<file path="src/rtl/reg_access_sequencer_if.sv">
// -----------------------------------------------------------------------------
// reg_access_sequencer_if
// Groups the decode-stage, register-file and ALU signals seen by the register
// access sequencer. clk/rst are kept outside the bundle.
//
// Signal groups:
//   decode : instr_valid/instr_ready, instr_rs1/rs2/rd (8b, [4:0] used), instr_wb
//   regfile: A1/A2/A3, WriteData, Flag_input, regReadEnable, regWriteEnable,
//            RD1/RD2
//   ALU    : op_valid/op_ready, op_a/op_b, res_valid/res_ready, res_data,
//            res_flags
//   status : busy, err_flag_dst, retired
//
// Modports:
//   master : the sequencer itself
//   slave  : the surrounding decode stage, register file and ALU
// -----------------------------------------------------------------------------
interface reg_access_sequencer_if;
   // decode stage
   logic        instr_valid;
   logic        instr_ready;
   logic [7:0]  instr_rs1;
   logic [7:0]  instr_rs2;
   logic [7:0]  instr_rd;
   logic        instr_wb;
   // register file
   logic [7:0]  A1;
   logic [7:0]  A2;
   logic [7:0]  A3;
   logic [7:0]  WriteData;
   logic [6:0]  Flag_input;
   logic        regReadEnable;
   logic        regWriteEnable;
   logic [7:0]  RD1;
   logic [7:0]  RD2;
   // ALU
   logic        op_valid;
   logic        op_ready;
   logic [7:0]  op_a;
   logic [7:0]  op_b;
   logic        res_valid;
   logic        res_ready;
   logic [7:0]  res_data;
   logic [6:0]  res_flags;
   // status
   logic        busy;
   logic        err_flag_dst;
   logic [15:0] retired;

   modport master (
      input  instr_valid, instr_rs1, instr_rs2, instr_rd, instr_wb,
      output instr_ready,
      output A1, A2, A3, WriteData, Flag_input, regReadEnable, regWriteEnable,
      input  RD1, RD2,
      output op_valid, op_a, op_b,
      input  op_ready,
      input  res_valid, res_data, res_flags,
      output res_ready,
      output busy, err_flag_dst, retired
   );

   modport slave (
      output instr_valid, instr_rs1, instr_rs2, instr_rd, instr_wb,
      input  instr_ready,
      input  A1, A2, A3, WriteData, Flag_input, regReadEnable, regWriteEnable,
      output RD1, RD2,
      input  op_valid, op_a, op_b,
      output op_ready,
      output res_valid, res_data, res_flags,
      input  res_ready,
      input  busy, err_flag_dst, retired
   );
endinterface

</file>
<file path="src/rtl/reg_access_sequencer.sv">
// -----------------------------------------------------------------------------
// reg_access_sequencer
// Master-side controller between decode and the ALU/register-file pair. It
// accepts one register instruction at a time, reads both operands from the
// register file, hands them to the ALU over valid/ready, collects the result
// and flags, and writes them back (unless the op discards its result).
//
// Parameters:
//   READ_WAIT : cycles regReadEnable is held before RD1/RD2 are sampled (1..15)
//   FLAG_REG  : register index the register file overwrites with Flag_input;
//               a writeback aimed at it is suppressed and flagged
//
// Ports:
//   clk  : system clock, rising edge
//   rst  : synchronous active-high reset
//   bus  : reg_access_sequencer_if.master (decode, regfile, ALU, status)
//
// Flow: IDLE -> READ (READ_WAIT cycles) -> ISSUE -> WAIT_RES -> WRITE -> IDLE,
// with WAIT_RES retiring straight to IDLE when no writeback is wanted.
// -----------------------------------------------------------------------------
module reg_access_sequencer #(
   parameter int READ_WAIT = 1,
   parameter int FLAG_REG  = 3
) (
   input logic                   clk,
   input logic                   rst,
   reg_access_sequencer_if.master bus
);

   localparam logic [3:0] WAIT_INIT = 4'(READ_WAIT);
   localparam logic [4:0] FLAG_IDX  = 5'(FLAG_REG);

   typedef enum logic [2:0] {
      IDLE,
      READ,
      ISSUE,
      WAIT_RES,
      WRITE
   } state_t;

   state_t      state;
   state_t      state_nxt;

   // latched instruction fields; upper address bits are dropped on entry
   logic [4:0]  rs1_q;
   logic [4:0]  rs2_q;
   logic [4:0]  rd_q;
   logic        wb_q;
   logic [3:0]  wait_cnt;

   logic [7:0]  op_a_q;
   logic [7:0]  op_b_q;
   logic [7:0]  res_data_q;
   logic [6:0]  res_flags_q;
   logic        err_q;
   logic [15:0] retired_cnt;

   // per-cycle control decoded from the state
   logic        accept;
   logic        capture;
   logic        res_take;
   logic        retire;
   logic        flag_dst_hit;
   logic        ready_c;
   logic        rd_en_c;
   logic        op_valid_c;
   logic        res_ready_c;
   logic        wr_en_c;

   // state register
   always_ff @(posedge clk) begin
      if (rst) begin
         state <= IDLE;
      end else begin
         state <= state_nxt;
      end
   end

   // next-state and control decode
   always_comb begin
      state_nxt    = state;
      accept       = 1'b0;
      capture      = 1'b0;
      res_take     = 1'b0;
      retire       = 1'b0;
      flag_dst_hit = 1'b0;
      ready_c      = 1'b0;
      rd_en_c      = 1'b0;
      op_valid_c   = 1'b0;
      res_ready_c  = 1'b0;
      wr_en_c      = 1'b0;

      case (state)
         IDLE: begin
            ready_c = 1'b1;
            if (bus.instr_valid) begin
               accept    = 1'b1;
               state_nxt = READ;
            end
         end
         READ: begin
            rd_en_c = 1'b1;
            // <= 1 rather than == 1 so a stray zero count cannot lock up READ
            if (wait_cnt <= 4'd1) begin
               capture   = 1'b1;
               state_nxt = ISSUE;
            end
         end
         ISSUE: begin
            op_valid_c = 1'b1;
            if (bus.op_ready) begin
               state_nxt = WAIT_RES;
            end
         end
         WAIT_RES: begin
            res_ready_c = 1'b1;
            if (bus.res_valid) begin
               res_take = 1'b1;
               if (wb_q && (rd_q != FLAG_IDX)) begin
                  state_nxt = WRITE;
               end else begin
                  // compare-type op, or a writeback the flag register would
                  // clobber anyway: retire without touching the register file
                  state_nxt    = IDLE;
                  retire       = 1'b1;
                  flag_dst_hit = wb_q;
               end
            end
         end
         WRITE: begin
            wr_en_c   = 1'b1;
            state_nxt = IDLE;
            retire    = 1'b1;
         end
         default: begin
            state_nxt = IDLE;
         end
      endcase
   end

   // datapath latches, counters and status
   always_ff @(posedge clk) begin
      if (rst) begin
         rs1_q       <= '0;
         rs2_q       <= '0;
         rd_q        <= '0;
         wb_q        <= 1'b0;
         wait_cnt    <= '0;
         op_a_q      <= '0;
         op_b_q      <= '0;
         res_data_q  <= '0;
         res_flags_q <= '0;
         err_q       <= 1'b0;
         retired_cnt <= '0;
      end else begin
         if (accept) begin
            rs1_q    <= bus.instr_rs1[4:0];
            rs2_q    <= bus.instr_rs2[4:0];
            rd_q     <= bus.instr_rd[4:0];
            wb_q     <= bus.instr_wb;
            wait_cnt <= WAIT_INIT;
         end else if (state == READ) begin
            wait_cnt <= wait_cnt - 4'd1;
         end

         if (capture) begin
            op_a_q <= bus.RD1;
            op_b_q <= bus.RD2;
         end

         if (res_take) begin
            res_data_q  <= bus.res_data;
            res_flags_q <= bus.res_flags;
         end

         err_q <= flag_dst_hit;

         // 16-bit add wraps FFFF -> 0 by itself
         if (retire) begin
            retired_cnt <= retired_cnt + 16'd1;
         end
      end
   end

   // addresses and write data simply reflect the latches, so they hold their
   // last value whenever the corresponding enable is low
   assign bus.instr_ready    = ready_c;
   assign bus.A1             = {3'b000, rs1_q};
   assign bus.A2             = {3'b000, rs2_q};
   assign bus.A3             = {3'b000, rd_q};
   assign bus.WriteData      = res_data_q;
   assign bus.Flag_input     = res_flags_q;
   assign bus.regReadEnable  = rd_en_c;
   assign bus.regWriteEnable = wr_en_c;
   assign bus.op_valid       = op_valid_c;
   assign bus.op_a           = op_a_q;
   assign bus.op_b           = op_b_q;
   assign bus.res_ready      = res_ready_c;
   assign bus.busy           = (state != IDLE);
   assign bus.err_flag_dst   = err_q;
   assign bus.retired        = retired_cnt;

endmodule

</file>
<file path="src/flat_wrapper.sv">
// flat-port wrapper written by rule: the top's interface ports become plain ports
module reg_access_sequencer_flat 
#(
   parameter int READ_WAIT = 1,
   parameter int FLAG_REG  = 3
)
  (clk, rst, bus_instr_valid, bus_instr_rs1, bus_instr_rs2, bus_instr_rd, bus_instr_wb, bus_instr_ready, bus_A1, bus_A2, bus_A3, bus_WriteData, bus_Flag_input, bus_regReadEnable, bus_regWriteEnable, bus_RD1, bus_RD2, bus_op_valid, bus_op_a, bus_op_b, bus_op_ready, bus_res_valid, bus_res_data, bus_res_flags, bus_res_ready, bus_busy, bus_err_flag_dst, bus_retired);
  reg_access_sequencer_if bus_i ();
  input logic clk;
  input logic rst;
  input wire logic [$bits(bus_i.instr_valid)-1:0] bus_instr_valid;
  input wire logic [$bits(bus_i.instr_rs1)-1:0] bus_instr_rs1;
  input wire logic [$bits(bus_i.instr_rs2)-1:0] bus_instr_rs2;
  input wire logic [$bits(bus_i.instr_rd)-1:0] bus_instr_rd;
  input wire logic [$bits(bus_i.instr_wb)-1:0] bus_instr_wb;
  output wire logic [$bits(bus_i.instr_ready)-1:0] bus_instr_ready;
  output wire logic [$bits(bus_i.A1)-1:0] bus_A1;
  output wire logic [$bits(bus_i.A2)-1:0] bus_A2;
  output wire logic [$bits(bus_i.A3)-1:0] bus_A3;
  output wire logic [$bits(bus_i.WriteData)-1:0] bus_WriteData;
  output wire logic [$bits(bus_i.Flag_input)-1:0] bus_Flag_input;
  output wire logic [$bits(bus_i.regReadEnable)-1:0] bus_regReadEnable;
  output wire logic [$bits(bus_i.regWriteEnable)-1:0] bus_regWriteEnable;
  input wire logic [$bits(bus_i.RD1)-1:0] bus_RD1;
  input wire logic [$bits(bus_i.RD2)-1:0] bus_RD2;
  output wire logic [$bits(bus_i.op_valid)-1:0] bus_op_valid;
  output wire logic [$bits(bus_i.op_a)-1:0] bus_op_a;
  output wire logic [$bits(bus_i.op_b)-1:0] bus_op_b;
  input wire logic [$bits(bus_i.op_ready)-1:0] bus_op_ready;
  input wire logic [$bits(bus_i.res_valid)-1:0] bus_res_valid;
  input wire logic [$bits(bus_i.res_data)-1:0] bus_res_data;
  input wire logic [$bits(bus_i.res_flags)-1:0] bus_res_flags;
  output wire logic [$bits(bus_i.res_ready)-1:0] bus_res_ready;
  output wire logic [$bits(bus_i.busy)-1:0] bus_busy;
  output wire logic [$bits(bus_i.err_flag_dst)-1:0] bus_err_flag_dst;
  output wire logic [$bits(bus_i.retired)-1:0] bus_retired;
  assign bus_i.instr_valid = bus_instr_valid;
  assign bus_i.instr_rs1 = bus_instr_rs1;
  assign bus_i.instr_rs2 = bus_instr_rs2;
  assign bus_i.instr_rd = bus_instr_rd;
  assign bus_i.instr_wb = bus_instr_wb;
  assign bus_instr_ready = bus_i.instr_ready;
  assign bus_A1 = bus_i.A1;
  assign bus_A2 = bus_i.A2;
  assign bus_A3 = bus_i.A3;
  assign bus_WriteData = bus_i.WriteData;
  assign bus_Flag_input = bus_i.Flag_input;
  assign bus_regReadEnable = bus_i.regReadEnable;
  assign bus_regWriteEnable = bus_i.regWriteEnable;
  assign bus_i.RD1 = bus_RD1;
  assign bus_i.RD2 = bus_RD2;
  assign bus_op_valid = bus_i.op_valid;
  assign bus_op_a = bus_i.op_a;
  assign bus_op_b = bus_i.op_b;
  assign bus_i.op_ready = bus_op_ready;
  assign bus_i.res_valid = bus_res_valid;
  assign bus_i.res_data = bus_res_data;
  assign bus_i.res_flags = bus_res_flags;
  assign bus_res_ready = bus_i.res_ready;
  assign bus_busy = bus_i.busy;
  assign bus_err_flag_dst = bus_i.err_flag_dst;
  assign bus_retired = bus_i.retired;
  reg_access_sequencer #(.READ_WAIT(READ_WAIT), .FLAG_REG(FLAG_REG)) u_core (.clk(clk), .rst(rst), .bus(bus_i));
endmodule
</file>
<file path="config.mk">
export PLATFORM = sky130hd
export DESIGN_NAME = reg_access_sequencer_flat
export DESIGN_NICKNAME = d
export VERILOG_FILES = /design/src/rtl/reg_access_sequencer_if.sv /design/src/rtl/reg_access_sequencer.sv /design/src/flat_wrapper.sv
export SDC_FILE = /design/constraint.sdc
export NUM_CORES = 1
export LEC_CHECK = 0
export ABC_AREA = 1
export BUFFER_PORTS_ARGS = -buffer_cell sky130_fd_sc_hd__buf_2
export CAP_MARGIN = 5
export CORE_AREA = 2 2 85 87
export DETAILED_ROUTE_END_ITERATION = 8
export DIE_AREA = 0 0 87 89
export GPL_TIMING_DRIVEN = 0
export PLACE_DENSITY = 0.88
export REMOVE_ABC_BUFFERS = 1
export SLEW_MARGIN = 30
export SYNTH_ARGS = -nofsm -noshare
export SYNTH_HDL_FRONTEND = slang
export SYNTH_SLANG_ARGS = --single-unit
</file>
<file path="constraint.sdc">
create_clock -name clk -period 1.9 [get_ports clk]
set_input_delay 0.475 -clock clk [delete_from_list [all_inputs] [get_ports clk]]
set_output_delay 0.475 -clock clk [all_outputs]
set_load 0.02 [all_outputs]
</file>
Word level (Yosys, flattened, before mapping)

Cells that the tools add are included.

RAM bits: 0
Input port bits: 61
ROM bits: 0
Bits in latches: 0
Output and inout port bits: 78
Memories: 0
Register bits after elaboration: 71

Shift-type cells: 0
Add/sub/neg operators: 2
$lt $le $gt $ge: 1
Bitwise gates (word level): 2
Mux-type cells: 22
Div/mod/pow operators: 0
Equality and inequality tests: 9
Multipliers: 0
Reductions and logical operators: 7

Operators by type and width:

| cell                                                           | count |
|---|---|
| adder 16 x 1 -> 16 bit, second input constant                  | 1 |
| two-way mux 1 bit                                              | 15 |
| two-way mux 3 bit                                              | 5 |
| case mux 3 bit (4 select lines)                                | 1 |
| == test 3 x 2 -> 1 bit, second input constant                  | 2 |
| inequality test 2 bit, second input constant                   | 3 |
| inequality test 5 x 2 -> 1 bit, second input constant          | 1 |
| less-or-equal comparator 4 x 1 -> 1 bit, second input constant | 1 |
| AND reduction 4 bit                                            | 1 |
| OR reduction 4 bit                                             | 1 |
| subtractor 4 x 1 -> 4 bit, second input constant               | 1 |
| == test 3 x 1 -> 1 bit, second input constant                  | 1 |
| == test 3 bit, second input constant                           | 1 |
| logical NOT 3 bit                                              | 1 |
| nonzero test 3 bit                                             | 1 |
| inequality test 2 x 1 -> 1 bit, second input constant          | 1 |
| NOT 1 bit                                                      | 2 |
| case mux 1 bit (2 select lines)                                | 1 |
| nonzero test 2 bit                                             | 1 |
| OR reduction 2 bit                                             | 1 |
| logical AND 1 bit                                              | 1 |

Logic depth before layout (Yosys ltp)

Gate-level depths: netlist of run 1.

Word-level depth: 5
Mapped depth: 10
Mapped depth without buffers: 9

Least setup slack after synthesis of run 1

OpenSTA, ideal clock, no wires.

Kind: flip-flop to flip-flop
Start point: reg u_core.retired_cnt[0] (netlist: u_core.bus.retired[0])
End point: reg u_core.retired_cnt[14] (netlist: u_core.bus.retired[14])
Data required time: 1.785 ns
Stages on the path, launching flop included: 9
Path slack: 0.227 ns
Clock period less this slack: 1.673 ns
Library setup time: 0.115 ns
Data arrival time: 1.558 ns
Path through: dfxtp_1 ha_1 nand2_1 nor2_1 nand3_1 nor2_1 nand3_1 nand2_1 nor2_1

Word-level cells in the longest chain between the ends: 1

RTL lines:

| element                | RTL line                    | source |
|---|---|---|
| start, declared        | reg_access_sequencer.sv:56  | `logic [15:0] retired_cnt;` |
| start signal, assigned | reg_access_sequencer.sv:180 | `retired_cnt <= retired_cnt + 16'd1;` |
| adder 16 x 1 -> 16 bit | reg_access_sequencer.sv:180 |  |

No other way between the ends.
A chain may end at the register's enable or synchronous reset.

Worst setup path after layout of run 1

Start point: reg u_core.state[1]
End point: out bus_regWriteEnable

Word-level cells in the longest chain between the ends: 2

RTL lines:

| element                | RTL line                   | source |
|---|---|---|
| start, declared        | reg_access_sequencer.sv:41 | `state_t state;` |
| start signal, assigned | reg_access_sequencer.sv:75 | `state <= state_nxt;` |
| == test 3 bit          | reg_access_sequencer.sv:93 | `case (state)` |
| two-way mux 1 bit      | reg_access_sequencer.sv:93 |  |
| end, declared          | flat_wrapper.sv:23         | `output wire logic [$bits(bus_i.regWriteEnable)-1:0] bus_regWriteEnable;` |

No other way between the ends.

==> reports/results.ini, run 1 <==
[die]
die_x_um = 87
die_h_um = 89
pin_count = 139
rows = 30
start_util_pct = 46.3
coreArea_sq_um = 6720
die_area_sq_um = 7740

[cells_and_area]
syn_to_final_growth_pct = 24.9
multi_input_area_sq_um = 1450
seqCellArea_sq_um = 1420
antennaDiodeCount = 0
final_net_count = 601
fillerInstances = 632
drive_gt1_share_pct = 29.0
fin_util_pct = 57.8

[synth]
synth.area.mux_share_pct = 0
synth_xor_xnor_area_share_pct = 1.13
yosysUniqueCellTypes = 32
yosysWarnings = 0
synth_compound_area_share_pct = 11.5
seq_area_frac_synth_pct = 45.7
synth_top_family_by_area = simple AND/OR/NAND/NOR gates
syn_inst = 424
synthSimpleGateAreaFrac_pct = 31.2
ys_seq_elements = 71
avgSynthCellArea_sq_um = 7.33
synth-adder-area-share_pct = 1.21
syn_area_sq_um = 3110

[hold_path]
min_path_type = primary input to flip-flop

[run_status]
status = finished clean

[routing]
drtAntennaViolNets = 0
drc = 0
drtIter0Drc = 117
wl_um = 7470
drt-wirelength-per-cell_um = 12.0
drt_first_pass_iters = 6
num_vias = 3078
viasPerCell = 4.95

[grt]
antenna_found_initial = 0
grt_pass1_vias = 2805
grt_pass1_wl_um = 12000
grt_max_degree = 47
gr-total-overflow = 0
grt_use_total_pct = 19.5

[placement]
place_congestion = 0.801
dp.final_hpwl_um = 5250
port_buffers = 120

[timing]
worst_pin_slew_ps = 562
timing.fmax_ghz = 0.540
setup_violations = 0
period_needed_ps = 1850
setup_tns_ps = 0
fin_crit_sh_pct = 97.4
drv_slew = 0
hold_viol = 0
holdWs_ps = 354
fin_worst_skew_ps = 7.79
rsz0062_at_grt = yes
maxSlewHeadroom_pct = 62.5

[clocking]
numCtsBuffers = 9
tritoncts = built
cts_root_buf = clkbuf_8
clock_tree.buffer_depth = 2
cts.sinks = 71
insertion_delay_ps = 340
ctsHoldBuffers = 0
clk_pin_slew_ps = 70
htreeDepth = 3

[critical_path]
worstSetupPathType = flip-flop to output port
required_ps = 1420
cp-end-kind = output port
crit_fanout = 9
crit_arrival_ps = 1380
start_kind = flip-flop

[pwr]
p_per_area_nw_per_um2 = 1320
vdd_drop_max_mv = 0.682
leakagePower_nw = 1.88

[run]
cap_violations = 0

## synthesized netlist by cell type
cell type | instances | area (sq um)
a21oi_2 | 3 | 26.3
clkbuf_1 | 9 | 33.8
nor2_8 | 1 | 20.0
nor3b_1 | 1 | 7.51
o21ai_0 | 35 | 175
or2_2 | 1 | 6.26
nand2_1 | 60 | 225
nand3_2 | 1 | 10.0
a21oi_1 | 29 | 145
clkinv_1 | 1 | 3.75
inv_4 | 1 | 6.26
clkinv_2 | 1 | 5.00
nand3b_1 | 2 | 15.0
inv_2 | 2 | 7.51
nor2_4 | 1 | 11.3
buf_4 | 12 | 90.1
nand4_1 | 5 | 31.3
o21ai_1 | 2 | 10.0
conb_1 | 1 | 3.75
ha_1 | 3 | 37.5
xnor2_1 | 2 | 17.5
buf_2 | 2 | 10.0
nand2_2 | 2 | 12.5
nor3_1 | 6 | 30.0
dfxtp_1 | 71 | 1420
nor2_1 | 95 | 357
buf_1 | 1 | 3.75
nand2_4 | 3 | 33.8
buf_8 | 2 | 30.0
nand3_1 | 42 | 210
xor2_1 | 2 | 17.5
inv_1 | 25 | 93.8
## registers in the layout, summed over array words and instances, names as in the netlist
register	cells
u_core.rs1_q	5
u_core.state	3
u_core.wait_cnt	4
u_core.wb_q	1
u_core.bus.op_b	8
u_core.bus.retired	16
u_core.bus.Flag_input	7
u_core.bus.op_a	8
u_core.rd_q	5
u_core.bus.err_flag_dst	1
u_core.rs2_q	5
u_core.bus.WriteData	8
## kinds of logic (layout without fill, tap and decap cells)
logic type,count (synthesis),count (layout)
AO/OA/AOI/OAI,69,69
XOR/XNOR,4,4
adder cells (fa/ha/maj),3,3
buffers and inverters,56,166
flip-flops,71,71
other,1,9
AND/OR/NAND/NOR,220,220
## where the power goes
part	switching, W	internal (W)
clock network	0.000552	0.000637
logic	0.00134	0.000610
registers	0.000179	0.00181
total	0.00207	0.00306
## layout by cell type (no fill, tap or decap), drive strengths merged
master,count
nor3,6
inv,27
a21oi,32
or2,1
nor3b,1
xnor2,2
buf,120
clkbuf,12
conb,9
o21ai,37
nand3b,2
clkinv,6
nand4,5
ha,3
nand2,65
nor2,97
dfxtp,71
nand3,43
xor2,2
bufinv,1
## worst paths after layout
path | startpoint | slack (ps) | end | cells after the start
worst max-delay path | u_core.state[1] | 50 | bus_regWriteEnable | 4
worst min-delay path | bus_res_data[3] | 350 | u_core.bus.WriteData[3] | 3
worst max register to register | u_core.bus.retired[0] | 220 | u_core.bus.retired[14] | 8
worst min register to register | u_core.rs1_q[1] | 460 | u_core.rs1_q[1] | 2
## layout make-up
type                       count  share of cell area (%)
clock inverter                 4                    1.16
timing repair buffer         120                    15.5
tap                           80                    2.58
inverter                      30                    3.16
sequential                    71                    36.7
multi-input combinational    305                    37.2
clock buffer                  12                    3.74
## per-stage QoR
step	instance area (sq um)	instances	setup WS [ps]	total power (W)
floorplan	2970	406	137	0.00333
detailed placement	3670	606	-115	0.00395
global route	3880	622	-34.6	0.00547
CTS	3870	622	9.65	0.00516
global placement	3670	606	-645	0.00387
finish	3880	622	48.7	0.00513
## critical path: stages, from the launching register on
cell and delay (ps):
dfxtp_1 350, inv_1 160, nand3_2 250, inv_1 110, buf_2 170
## routing by layer
layer	vias up	track usage [%]	part of all wire, %
met5	-	0	0
li1	1579	-	-
met3	8	5.17	4.2
met1	1419	22.2	44
met4	0	7.53	1.5
met2	72	34.7	50
## what timing repair did
item | CTS | global route
hold endpoints to repair | 0 | 0
setup buffers | 0 | 0
endpoints found under the setup margin | 2 | 10
gates resized for setup | 2 | 6
Power figures use the tool's default switching activity.
==> run 2: changes to the inputs <==
- ABC_AREA: 1 -> not set
- CORE_AREA: 2 2 85 87 -> 2 2 84 86
- DIE_AREA: 0 0 87 89 -> 0 0 86 88
- GPL_TIMING_DRIVEN: 0 -> not set
==> reports/results.ini, run 2 <==
[run_status]
status = finished clean

[pwr]
leakagePower_nw = 1.87  ; -0.56%
p_per_area_nw_per_um2 = 1020  ; -23%
vdd_drop_max_mv = 0.602  ; -12%

[placement]
port_buffers = 120  ; unchanged
dp.final_hpwl_um = 5070  ; -3.4%
place_congestion = 0.793  ; -0.89%
placed_cells = 540  ; -11%

[routing]
drc = 0  ; unchanged
drtAntennaViolNets = 0  ; unchanged
drt-wirelength-per-cell_um = 12.3  ; +2.8%
viasPerCell = 5.10  ; +3.1%
drt_first_pass_iters = 4  ; -2
wl_um = 6860  ; -8.1%
num_vias = 2836  ; -7.9%
drtIter0Drc = 98  ; -16%

[die]
pin_count = 139  ; unchanged
rows = 30  ; unchanged
coreArea_sq_um = 6640  ; -1.1%
die_h_um = 88  ; -1.1%
die_x_um = 86  ; -1.1%
die_area_sq_um = 7570  ; -2.3%
start_util_pct = 45.3  ; -0.91 points

[critical_path]
worstSetupPathType = flip-flop to output port
r2r_slack_ps = 80  ; -140 ps
cp-end-kind = output port
cp_top_family = buffers and inverters
worst_path_max_delay_cell = dfxtp_1
r2r_cells = 5  ; -3
worst_path_most_repeated_cell = buf_4
timing.rr.start = u_core.state[2]
cp_cell_sequence = buf_4 -> nor3b_4 -> buf_4 -> clkbuf_4
crit_arrival_ps = 1350  ; -30 ps
crit_fanout = 10  ; +1
path_buf_inv = 3  ; unchanged
start_kind = flip-flop
slowest_delay_ps = 330  ; -20 ps
r2r-end = u_core.bus.retired[4]
required_ps = 1420  ; about the same

[synth]
seq_area_frac_synth_pct = 47.2  ; +1.4 points
synth.area.mux_share_pct = 6.44  ; +6.4 points
synth_top_family_by_area = simple AND/OR/NAND/NOR gates
yosysMostFrequentCell = dfxtp_1
syn_inst = 350  ; -17%
ys.flop_type = dfxtp_1
synth_compound_area_share_pct = 12.9  ; +1.4 points
avgSynthCellArea_sq_um = 8.61  ; +17%
synthTopCellsByCount = dfxtp_1, nand2_1, a21oi_1, nor2_1, mux2i_1
synth_xor_xnor_area_share_pct = 0.872  ; -0.26 points
yosysUniqueCellTypes = 44  ; +38%
syn_area_sq_um = 3010  ; -3.1%
yosysTopAreaCell = dfxtp_1
synth_top_area_share_pct = 47.2  ; +1.4 points
yosysWarnings = 0  ; unchanged
synthSimpleGateAreaFrac_pct = 23.5  ; -7.7 points
postSynth.asyncResetShare_pct = 0  ; unchanged
ys_seq_elements = 71  ; unchanged
synth_edf_count = 0  ; unchanged
synth-adder-area-share_pct = 1.25  ; +0.038 points
yosys-top-cells-area = dfxtp_1, nand2_1, a21oi_1

[grt]
grt_max_degree = 24  ; -49%
grt_pass1_wl_um = 11300  ; -6.4%
grt_use_total_pct = 18.3  ; -1.1 points
grt_pass1_vias = 2557  ; -8.8%
antenna_found_initial = 0  ; unchanged
gr-total-overflow = 0  ; unchanged

[cells_and_area]
final_cells = 556  ; -11%
drive_gt1_share_pct = 33.4  ; +4.4 points
multi_input_area_sq_um = 1400  ; -3.5%
final_net_count = 535  ; -11%
largest_reg_flops = 16  ; unchanged
syn_to_final_growth_pct = 31.1
antennaDiodeCount = 0  ; unchanged
fillerInstances = 603  ; -4.6%
final_common_cell = buf_2
seqCellArea_sq_um = 1420  ; -0.18%
final_cell_mix = buf_2, dfxtp_1, nand2_1

[hold_path]
min_to = u_core.bus.op_b[5]
min_path_type = primary input to flip-flop
min_from = bus_RD2[5]
min_path_cells = 3  ; unchanged

[clocking]
numCtsBuffers = 9  ; unchanged
cts_root_buf = clkbuf_8
cts.sinks = 71  ; unchanged
htreeDepth = 3  ; unchanged
insertion_delay_ps = 330  ; about the same
clk_pin_slew_ps = 70  ; about the same
tritoncts = built
clock_tree.buffer_depth = 2  ; unchanged

[timing]
fin_crit_sh_pct = 96.2  ; -1.2 points
drv_slew = 0  ; unchanged
rsz0062_at_grt = yes
setup_violations = 0  ; unchanged
fin_worst_skew_ps = 7.36  ; -0.429 ps
setup_tns_ps = 0  ; unchanged
timing.fmax_ghz = 0.547  ; +1.3%
hold_viol = 0  ; unchanged
holdWs_ps = 369  ; +15.7 ps
period_needed_ps = 1830  ; -23.3 ps

[run]
cap_violations = 0  ; unchanged

## run 2: worst max-delay path by stage
stage	start	endpoint	slack [ps]	cells after the start
5_1_grt	u_core.state[0]	bus_regReadEnable	-4	4
3_5_place_dp	bus_res_valid	u_core.bus.retired[4]	20	7
6_report	u_core.state[0]	bus_regReadEnable	70	4
4_1_cts	u_core.state[0]	bus_regReadEnable	60	4
2_1_floorplan	u_core.state[1]	u_core.bus.retired[14]	-320	5
3_3_place_gp	bus_res_valid	u_core.bus.retired[8]	80	7
## run 2: power breakdown
group	switching, W	leakage (nW)	total (W)	internal (W)
sequential	0.0000778	0.577	0.00170	0.00162
combinational	0.000577	1.18	0.000981	0.000403
clock	0.000535	0.114	0.00135	0.000811
total	0.00119	1.87	0.00402	0.00283
## run 2: through the flow
step	setup WS [ps]	cell area (sq um)	power, W	utilization [%]
finish	72.0	3950	0.00402	59.5
global route	-4.47	3950	0.00425	59.5
CTS	59.0	3950	0.00407	59.4
detailed placement	24.4	3720	0.00271	56.0
global placement	82.7	3720	0.00268	56.0
floorplan	-324	2830	0.00232	-
## run 2: layer usage
metal  wire [um]  GRT usage (%)  vias to the layer above
met4          81           6.49                        0
li1            -              -                     1435
met5           0              0                        -
met3         433           4.24                        6
met2        3350           32.6                       89
met1        3000           21.7                     1306
## run 2: cell type report
cell class              instances  area share (%)
clock inverters                 3            1.65
well taps                      80            2.53
clock buffers                  13            4.02
repair buffers                138            19.9
inverters                       6           0.570
multi-input cells             245            35.3
flip-flops and latches         71            36.0
## run 2: kinds of logic after synthesis
logic type / after synthesis
AOI/OAI and AO/OA: 68
xor gates and xnor gates: 3
adders and majority gates: 3
buffers and inverters: 42
DFF: 71
muxes: 19
other: 1
and+or+nand+nor: 143
## run 2: timing repair
item                                   CTS  global route
resized for setup                        1             1
setup endpoints to repair                2             2
buffers inserted                         0             0
endpoints found under the hold margin    0             0
hold buffers                             0             0
cloned                                   0             0
pin swaps                                0             1
## run 2: worst register-to-register path, delay by kind of cell, from the launching register on
family / cells / cell delay (ps)
AO/OA/AOI/OAI: 2 / 390
buffers and inverters: 1 / 160
flip-flops: 1 / 330
AND/OR/NAND/NOR: 2 / 880
==> run 3: changes to the inputs <==
- CTS_CLUSTER_SIZE: not set -> 10
- SETUP_SLACK_MARGIN: not set -> 0.15
==> reports/results.ini, run 3 (synthesis gave the netlist of run 2 again) <==
[die]
die_x_um = 86  ; unchanged
rows = 30  ; unchanged
die_h_um = 88  ; unchanged
die_area_sq_um = 7570  ; unchanged
start_util_pct = 45.3  ; unchanged
coreArea_sq_um = 6640  ; unchanged
pin_count = 139  ; unchanged

[cells_and_area]
final_cell_mix = buf_2, nand2_1, dfxtp_1
final_net_count = 546  ; +2.1%
seqCellArea_sq_um = 1430  ; +0.35%
drive_gt1_share_pct = 40.2  ; +6.8 points
final_common_cell = buf_2
syn_to_final_growth_pct = 41.0
largest_reg_flops = 16  ; unchanged
antennaDiodeCount = 0  ; unchanged
multi_input_area_sq_um = 1520  ; +8.8%
fillerInstances = 561  ; -7.0%

[placement]
port_buffers = 120  ; unchanged
dp.final_hpwl_um = 5070  ; unchanged
post-place-ws_ps = 24.4  ; unchanged
place_congestion = 0.793  ; unchanged

[hold_path]
min_to = u_core.bus.op_b[2]
min_path_type = primary input to flip-flop
min_path_cells = 3  ; unchanged
min_from = bus_RD2[2]

[timing]
timing.fmax_ghz = 0.550  ; +0.53%
fin_worst_skew_ps = 6.55  ; -0.812 ps
period_needed_ps = 1820  ; -9.64 ps
hold_viol = 0  ; unchanged
setup_violations = 0  ; unchanged
fin_crit_sh_pct = 95.7  ; -0.51 points
drv_slew = 0  ; unchanged
rsz0062_at_grt = yes
setup_slack_ps = 81.6  ; +9.64 ps

[grt]
antenna_found_initial = 0  ; unchanged
gr-total-overflow = 0  ; unchanged
grt_pass1_wl_um = 12100  ; +7.4%
grt_max_degree = 24  ; unchanged
grt_pass1_vias = 2682  ; +4.9%
grt_use_total_pct = 19.8  ; +1.4 points

[clocking]
htreeDepth = 3  ; unchanged
cts_root_buf = clkbuf_8
insertion_delay_ps = 340  ; about the same
cts.sinks = 71  ; unchanged
clk_pin_slew_ps = 70  ; about the same
ctsHoldBuffers = 0  ; unchanged
clock_tree.buffer_depth = 2  ; unchanged
tritoncts = built
numCtsBuffers = 9  ; unchanged

[routing]
num_vias = 2935  ; +3.5%
drt-wirelength-per-cell_um = 13.5  ; +9.2%
viasPerCell = 5.18  ; +1.5%
drtIter0Drc = 91  ; -7.1%
wl_um = 7640  ; +11%
drtAntennaViolNets = 0  ; unchanged
drt_first_pass_iters = 4  ; unchanged
drc = 0  ; unchanged

[critical_path]
r2r_slack_ps = 80  ; about the same
r2r-end = u_core.bus.retired[10]
crit_start = u_core.state[1]
crit_arrival_ps = 2090  ; +740 ps
cp-end-kind = flip-flop
crit_fanout = 8  ; -2
timing.rr.start = u_core.state[1]
required_ps = 2170  ; +750 ps
start_kind = flip-flop
r2r_cells = 7  ; +2
worstSetupPathType = flip-flop to flip-flop

[pwr]
p_per_area_nw_per_um2 = 997  ; -2.1%
leakagePower_nw = 1.97  ; +5.2%
finalPower_w = 0.00423  ; +5.2%
vdd_drop_max_mv = 0.646  ; +7.4%

[run]
cap_violations = 0  ; unchanged

[run_status]
status = finished clean

==> run 3: cell types whose count changed in the layout (fill, tap and decap cells not counted), sizes merged <==
| cell | change |
|---|---|
| buf | +11 |
==> run 3: cell type report <==
type                    count  share of cell area (%)
clock buffers              13                    3.74
inverters                   6                   0.560
clock inverters             3                    1.53
well taps                  80                    2.36
multi-input cells         245                    35.7
flip-flops and latches     71                    33.6
repair buffers            149                    22.5
==> run 3: routing by layer <==
layer / up-vias / global-route usage, % / routed length, um
met1: 1374 / 23.3 / 3150
met4: 0 / 7.79 / 103
met5: - / 0 / 0
met2: 101 / 34.8 / 3880
met3: 8 / 4.52 / 514
li1: 1452 / - / -
==> run 3: how the worst max path moves through the flow <==
stage                              to  slack, ps
2_1_floorplan  u_core.bus.retired[14]       -320
3_3_place_gp    u_core.bus.retired[8]         80
3_5_place_dp    u_core.bus.retired[4]         20
4_1_cts        u_core.bus.retired[13]        110
5_1_grt         u_core.bus.retired[6]         40
6_report       u_core.bus.retired[10]         80
==> run 3: what timing repair did <==
item | CTS | global route
gates resized for setup | 23 | 25
endpoints found under the setup margin | 18 | 38
pin swaps | 16 | 6
setup buffers | 7 | 1
cloned | 1 | 2
==> run 3: per-stage QoR <==
step / setup TNS (ps) / instance area, sq um / cells / util [%] / hold slack [ps]
3_5_place_dp: 0 / 3720 / 540 / 56.0 / 447
5_1_grt: 0 / 4250 / 567 / 63.9 / 360
3_3_place_gp: 0 / 3720 / 540 / 56.0 / 439
4_1_cts: 0 / 4110 / 564 / 61.8 / 358
6_report: 0 / 4250 / 567 / 63.9 / 368
2_1_floorplan: -6280 / 2830 / 322 / - / 449
==> run 3: where the power goes <==
group	switching, W	total (W)	internal, W
combinational	0.000637	0.00117	0.000533
clock	0.000541	0.00135	0.000811
sequential	0.0000902	0.00171	0.00162
total	0.00127	0.00423	0.00297
==> run 3: worst max-delay path, cell delays in order (launching register included) <==
cell and delay (ps):
dfxtp_2 330, or3b_4 410, clkinv_2 60, nor2_1 40, buf_6 150, buf_12 130
or4_4 470, a21oi_2 160
